**src/rtl/operand_latch.sv**
```systemverilog
// operand_latch
//   Decode-to-execute pipeline register. It sits just after the forwarding
//   control stage. For each of the d/s/t operands it picks the youngest
//   forwarding stage that hits, or the register-file value when no stage
//   hits. It latches the resolved operands with the micro-instruction and
//   presents them to execute over a valid/ready handshake. It also owns the
//   load-use interlock: when the winning forward source is a load whose data
//   is not ready yet, the block inserts a bubble.
//
// Optional feature macro: OPERAND_LATCH_STATS_EN
//   When the macro is defined, the block adds two 32-bit wrapping counters:
//   stat_fwd_hits and stat_lu_stalls.
//
// Ports
//   clk, reset        clock; asynchronous active-high reset
//   dec_valid/ready   handshake with decode
//   dec_miinst        decoded micro-instruction (MIINST_W bits)
//   rf_d/s/t          register-file read values
//   fwd_sig_from[i]   hit flags of stage i, packed {d,s,t} (bit2=d, bit0=t)
//   fwd_val_from[i]   result value of stage i
//   pos_is_load[i]    stage i holds a load whose result is not yet valid
//   flush             kill the held and the incoming instruction
//   exe_valid/ready   handshake with execute
//   exe_miinst        latched micro-instruction
//   exe_d/s/t         latched resolved operands
module operand_latch #(
  parameter int POST_DEC_LD = 3,
  parameter int REG_W       = 64,
  parameter int MIINST_W    = 32
) (
  input  logic                                clk,
  input  logic                                reset,
  input  logic                                dec_valid,
  output logic                                dec_ready,
  input  logic [MIINST_W-1:0]                 dec_miinst,
  input  logic [REG_W-1:0]                    rf_d,
  input  logic [REG_W-1:0]                    rf_s,
  input  logic [REG_W-1:0]                    rf_t,
  input  logic [POST_DEC_LD-1:0][2:0]         fwd_sig_from,
  input  logic [POST_DEC_LD-1:0][REG_W-1:0]   fwd_val_from,
  input  logic [POST_DEC_LD-1:0]              pos_is_load,
  input  logic                                flush,
  input  logic                                exe_ready,
  output logic                                exe_valid,
  output logic [MIINST_W-1:0]                 exe_miinst,
  output logic [REG_W-1:0]                    exe_d,
  output logic [REG_W-1:0]                    exe_s,
  output logic [REG_W-1:0]                    exe_t
`ifdef OPERAND_LATCH_STATS_EN
  ,
  output logic [31:0]                         stat_fwd_hits,
  output logic [31:0]                         stat_lu_stalls
`endif
);

  typedef enum logic [1:0] {EMPTY, FULL, STALL} state_t;

  state_t               state_q;
  logic [2:0]           stall_cnt_q;
  logic                 exe_valid_q;
  logic [MIINST_W-1:0]  exe_miinst_q;
  logic [REG_W-1:0]     exe_d_q, exe_s_q, exe_t_q;

  // The operand fields are indexed 0=d, 1=s, 2=t.
  logic [REG_W-1:0]     rf_vec  [3];
  logic [REG_W-1:0]     sel_val [3];
  logic [2:0]           hit_vec;
  logic [2:0]           ld_vec;
  logic                 lu;
  logic                 accept;

  assign rf_vec[0] = rf_d;
  assign rf_vec[1] = rf_s;
  assign rf_vec[2] = rf_t;

  generate
    for (genvar gi = 0; gi < 3; gi++) begin : g_fld
      logic             hit;
      logic             ld;
      logic [REG_W-1:0] val;

      // The scan runs from the oldest stage to the youngest. A later write
      // overrides an earlier one, so the lowest hitting index wins. The
      // load flag belongs to that winning stage only.
      always_comb begin
        hit = 1'b0;
        ld  = 1'b0;
        val = rf_vec[gi];
        for (int i = POST_DEC_LD - 1; i >= 0; i--) begin
          if (fwd_sig_from[i][2-gi]) begin
            hit = 1'b1;
            ld  = pos_is_load[i];
            val = fwd_val_from[i];
          end
        end
      end

      assign hit_vec[gi] = hit;
      assign ld_vec[gi]  = ld;
      assign sel_val[gi] = val;
    end
  endgenerate

  assign lu        = dec_valid & (|ld_vec);
  assign dec_ready = ~lu & (~exe_valid_q | exe_ready) & ~flush;
  assign accept    = dec_valid & dec_ready;

  always_ff @(posedge clk or posedge reset) begin
    if (reset) begin
      state_q      <= EMPTY;
      stall_cnt_q  <= 3'd0;
      exe_valid_q  <= 1'b0;
      exe_miinst_q <= '0;
      exe_d_q      <= '0;
      exe_s_q      <= '0;
      exe_t_q      <= '0;
    end else if (flush) begin
      state_q     <= EMPTY;
      stall_cnt_q <= 3'd0;
      exe_valid_q <= 1'b0;
    end else if (state_q == FULL && !exe_ready) begin
      // Execute is back-pressuring. Everything holds, whatever the
      // forwarding inputs do meanwhile.
      state_q <= FULL;
    end else if (accept) begin
      state_q      <= FULL;
      stall_cnt_q  <= 3'd0;
      exe_valid_q  <= 1'b1;
      exe_miinst_q <= dec_miinst;
      exe_d_q      <= sel_val[0];
      exe_s_q      <= sel_val[1];
      exe_t_q      <= sel_val[2];
    end else if (lu) begin
      state_q     <= STALL;
      exe_valid_q <= 1'b0;
      if (state_q != STALL)
        stall_cnt_q <= 3'd1;
      else if (stall_cnt_q != 3'd7)
        stall_cnt_q <= stall_cnt_q + 3'd1;
    end else begin
      state_q     <= EMPTY;
      stall_cnt_q <= 3'd0;
      exe_valid_q <= 1'b0;
    end
  end

  assign exe_valid  = exe_valid_q;
  assign exe_miinst = exe_miinst_q;
  assign exe_d      = exe_d_q;
  assign exe_s      = exe_s_q;
  assign exe_t      = exe_t_q;

`ifdef OPERAND_LATCH_STATS_EN
  logic [31:0] fwd_hits_q, lu_stalls_q;

  always_ff @(posedge clk or posedge reset) begin
    if (reset) begin
      fwd_hits_q  <= 32'd0;
      lu_stalls_q <= 32'd0;
    end else begin
      if (accept && (|hit_vec))
        fwd_hits_q <= fwd_hits_q + 32'd1;
      if (state_q == STALL)
        lu_stalls_q <= lu_stalls_q + 32'd1;
    end
  end

  assign stat_fwd_hits  = fwd_hits_q;
  assign stat_lu_stalls = lu_stalls_q;
`endif

endmodule

```
**config.mk**
```make
export PLATFORM = sky130hd
export DESIGN_NAME = operand_latch
export DESIGN_NICKNAME = d
export VERILOG_FILES = /design/src/rtl/operand_latch.sv
export SDC_FILE = /design/constraint.sdc
export NUM_CORES = 1
export LEC_CHECK = 0
export ABC_AREA = 1
export CORE_AREA = 2 2 258 260
export DETAILED_ROUTE_END_ITERATION = 7
export DIE_AREA = 0 0 260 262
export GPL_TIMING_DRIVEN = 0
export PLACE_DENSITY_LB_ADDON = 0.15
export SLEW_MARGIN = 5
export SYNTH_ARGS = -nofsm -noshare
export SYNTH_HDL_FRONTEND = slang
export SYNTH_SLANG_ARGS = --single-unit
```
**constraint.sdc**
```tcl
create_clock -name clk -period 16.8 [get_ports clk]
set_clock_uncertainty 0.15 [all_clocks]
set_input_delay 3.36 -clock clk [delete_from_list [all_inputs] [get_ports clk]]
set_output_delay 3.36 -clock clk [all_outputs]
set_load 0.01 [all_outputs]
```
==> impl_metrics.csv, run 1 <==
group,metric,value,unit
floorplan,rows,94,
route,routed_wl,88600,µm
floorplan,core_area,65300,µm²
layout,syn2layout_area_growth,58.7,%
sta,period_share,0.563,
critical_path,critical_path_arrival,5.94,ns
synthesis,yosysUniqueCellTypes,23,
global_route,grt_pass1_vias,18900,
layout,drive_gt1_frac,0.0422,
layout,final-seq-area,5680,µm²
synthesis,ys_ff_latch,227,
clock_tree,cts_hold_buf,0,
clock_tree,root_buffer,"clkbuf_16",
global_route,grt_usage,0.252,
critical_path,crit_chain,"clkdlybuf4s50_1, buf_2, nand3_1, a21boi_1, o21ai_0, and2_1, clkdlybuf4s50_1",
critical_path,crit_required,13.29,ns
synthesis,syn_avg_cell_area,6.04,µm²
synthesis,syn_nets,2962,
layout,n_fill_cell,7245,
layout,nets,3657,
clock_tree,cts_resized,0,
critical_path,cp_slowest_cell,"clkdlybuf4s50_1",
sta,finalSetupViolCount,0,
placement,io_buffers,656,
placement,place.gp.congestion,0.926,
placement,detailed_place.area,23000,µm²
route,drt-initial-drc-count,1372,
synthesis,yosysWarnings,0,
global_route,gr-total-overflow,0,
clock_tree,clkSlewWorstSetupHoldPaths,0.05,ns
sta,rsz0062_at_grt,"no",
sta,hold_viol_final,0,
synthesis,ys_seq_area_frac,0.372,
sta,setup-tns-final,0,ns
critical_path,cp_common_cell,"clkdlybuf4s50_1",
layout,final_cell_area,24200,µm²
critical_path,start_kind,"primary input",
route,vias,19000,
synthesis,yosys-top-cells-area,"dfrtp_1 37%, nand2_1 31%, o21ai_0 15%, inv_1 6.5%, o21ai_1 4.3%",
clock_tree,cts_setup_buffers,0,
pwr,powerDensity,102,nW/µm²
clock_tree,numCtsBuffers,35,
synthesis,synth_top_area_cell,"dfrtp_1",
synthesis,syn_area,15300,µm²
layout,final_cells,4125,
route,routedWlPerCell,21.5,µm
critical_path,path_max_fanout,10,
clock_tree,htree_levels,2,
route,vias_per_cell,4.60,
route,firstDrtPassIters,5,
route,drc_errors,0,
synthesis,netlist_instances,2529,
clock_tree,cts.sinks,227,
min_path,hp-class,"register to register",
global_route,grt_antenna_before_repair,32,
clock_tree,cts_tree,"built",
critical_path,crit_path_end_kind,"output pin",
floorplan,start_util,0.234,
layout,multiInputGateArea,7770,µm²
clock_tree,clock_path_buffers,3,
global_route,grt_max_degree,86,
run_status,status,"completed",
floorplan,io_pins,659,
pwr,leakagePower,11.9,nW
route,ant_nets,0,
floorplan,die_h,262,µm
clock_tree,clock_latency,0.53,ns
pwr,vdd_drop_max,0.0570,mV
global_route,grt_pass1_wl,126000,µm
sta,period_needed,9.45,ns
placement,dp_cells,4051,
run,maxCapViolCount,0,
critical_path,cp_slowest_stage_delay,0.58,ns
floorplan,dieArea,68100,µm²
sta,relSlewSlack,0.474,
placement,place_hpwl,68600,µm
sta,fmax,0.106,GHz
sta,maxSlewViolCount,0,
floorplan,die_x,260,µm
synthesis,synth_top_area_frac,0.372,
sta,worst-slew-pin-transition,0.788,ns
critical_path,criticalPathCategory,"primary input to output pin",
==> registers in the layout (all words and copies together) (netlist names) <==
register / count
exe_d: 64
exe_miinst: 32
exe_s: 64
exe_t: 64
exe_valid: 1
state_q: 2
==> worst max-delay path: cells and delay by family <==
family	cells	cell delay, ns
AO/OA/AOI/OAI	2	0.55
buffers and inverters	3	1.68
AND/OR/NAND/NOR	2	0.34
==> power breakdown <==
group	internal [mW]	switching, mW
clock	0.500	0.287
sequential	0.696	0.0939
combinational	0.455	0.441
==> placed cells by master, fill, tap and decap left out <==
| cell | count |
|---|---|
| clkdlybuf4s50_1 | 656 |
| buf_2 | 51 |
| a21oi_1 | 1 |
| nand3_1 | 6 |
| and2_1 | 1 |
| inv_2 | 3 |
| nor2_2 | 1 |
| nand4_2 | 1 |
| dfrtp_1 | 227 |
| clkbuf_8 | 9 |
| diode_2 | 13 |
| nand2_1 | 1264 |
| inv_1 | 262 |
| o21ai_1 | 132 |
| nor3_1 | 2 |
| nand4_4 | 1 |
| buf_6 | 10 |
| buf_16 | 2 |
| clkbuf_16 | 37 |
| clkbuf_1 | 88 |
| or2_2 | 1 |
| buf_4 | 8 |
| clkinv_2 | 7 |
| inv_8 | 1 |
| a21boi_1 | 1 |
| nand3b_1 | 1 |
| buf_1 | 21 |
| nor2_1 | 3 |
| o21ai_0 | 446 |
| nor2_4 | 1 |
| bufinv_16 | 4 |
==> routing by layer <==
metal / wire [µm] / global-route usage / vias to the layer above
met3: 7760 / 0.0715 / 149
li1: - / - / 9207
met2: 41800 / 0.424 / 802
met4: 2460 / 0.0816 / 36
met1: 36300 / 0.311 / 8794
met5: 222 / 0 / -
==> worst paths after layout <==
check,cells after the start,from,slack [ns],endpoint
max,7,fwd_sig_from[7],7.35,dec_ready
min,2,exe_s[43],0.32,exe_s[43]
max reg2reg,9,exe_valid,14.27,exe_miinst[3]
min reg2reg,2,exe_s[43],0.32,exe_s[43]
max in group asynchronous,3,reset,12.39,exe_t[23]
min in group asynchronous,2,reset,3.16,exe_miinst[1]
==> kinds of logic (layout without fill, tap and decap cells) <==
kind of cell    after synthesis  after routing  synth area share
buf+inv                     440           1159             0.119
compound gates              580            580             0.190
simple gates               1282           1282             0.319
other cells                   0             13                 0
flops                       227            227             0.372
==> cells in the mapped netlist <==
cell,count
nor2_2,1
buf_4,8
nand4_4,1
nor2_4,1
nand4_2,1
a21boi_1,1
nand3b_1,1
nand2_1,1264
o21ai_0,446
buf_6,10
inv_2,3
dfrtp_1,227
and2_1,1
nand3_1,6
inv_1,263
a21oi_1,1
buf_1,21
clkbuf_1,84
nor3_1,2
o21ai_1,132
buf_2,51
nor2_1,3
or2_2,1
==> through the flow <==
| stage | power [mW] | hold slack [ns] | util | setup slack [ns] |
|---|---|---|---|---|
| global placement | 1.69 | 0.312 | 0.351 | 2.79 |
| detailed placement | 1.70 | 0.314 | 0.352 | 7.37 |
| global route | 2.61 | 0.340 | 0.371 | 7.23 |
| floorplan | 1.11 | 0.363 | - | 7.07 |
| finish | 2.47 | 0.324 | 0.371 | 7.35 |
| CTS | 2.50 | 0.328 | 0.371 | 7.33 |
==> cell type report <==
type | count | area share
inverter | 266 | 0.0415
buffer | 174 | 0.0339
tap | 864 | 0.0446
multi-input combinational | 1862 | 0.321
clock buffer | 50 | 0.0439
sequential | 227 | 0.234
antenna | 13 | 0.00134
clock inverter | 11 | 0.00640
timing repair buffer | 658 | 0.273
(Power assumes the default switching activity.)
==> run 2, diff against run 1 <==
==> constraint.sdc (replaced) <==
create_clock -name clk -period 9.4 [get_ports clk]
set_clock_uncertainty 0.15 [all_clocks]
set_input_delay 1.88 -clock clk [delete_from_list [all_inputs] [get_ports clk]]
set_output_delay 1.88 -clock clk [all_outputs]
set_load 0.01 [all_outputs]
==> results of run 2 <==
Same layout as run 1 (identical final DEF). Status: completed.
Main changes from that run: setup slack after placement 7.37 ns -> 2.93 ns; setup slack after layout 7.35 ns -> 2.91 ns; register-to-register setup slack 14.27 ns -> 6.87 ns; total power 2.47 mW -> 4.42 mW; worst IR drop on VDD 0.0570 mV -> 0.102 mV
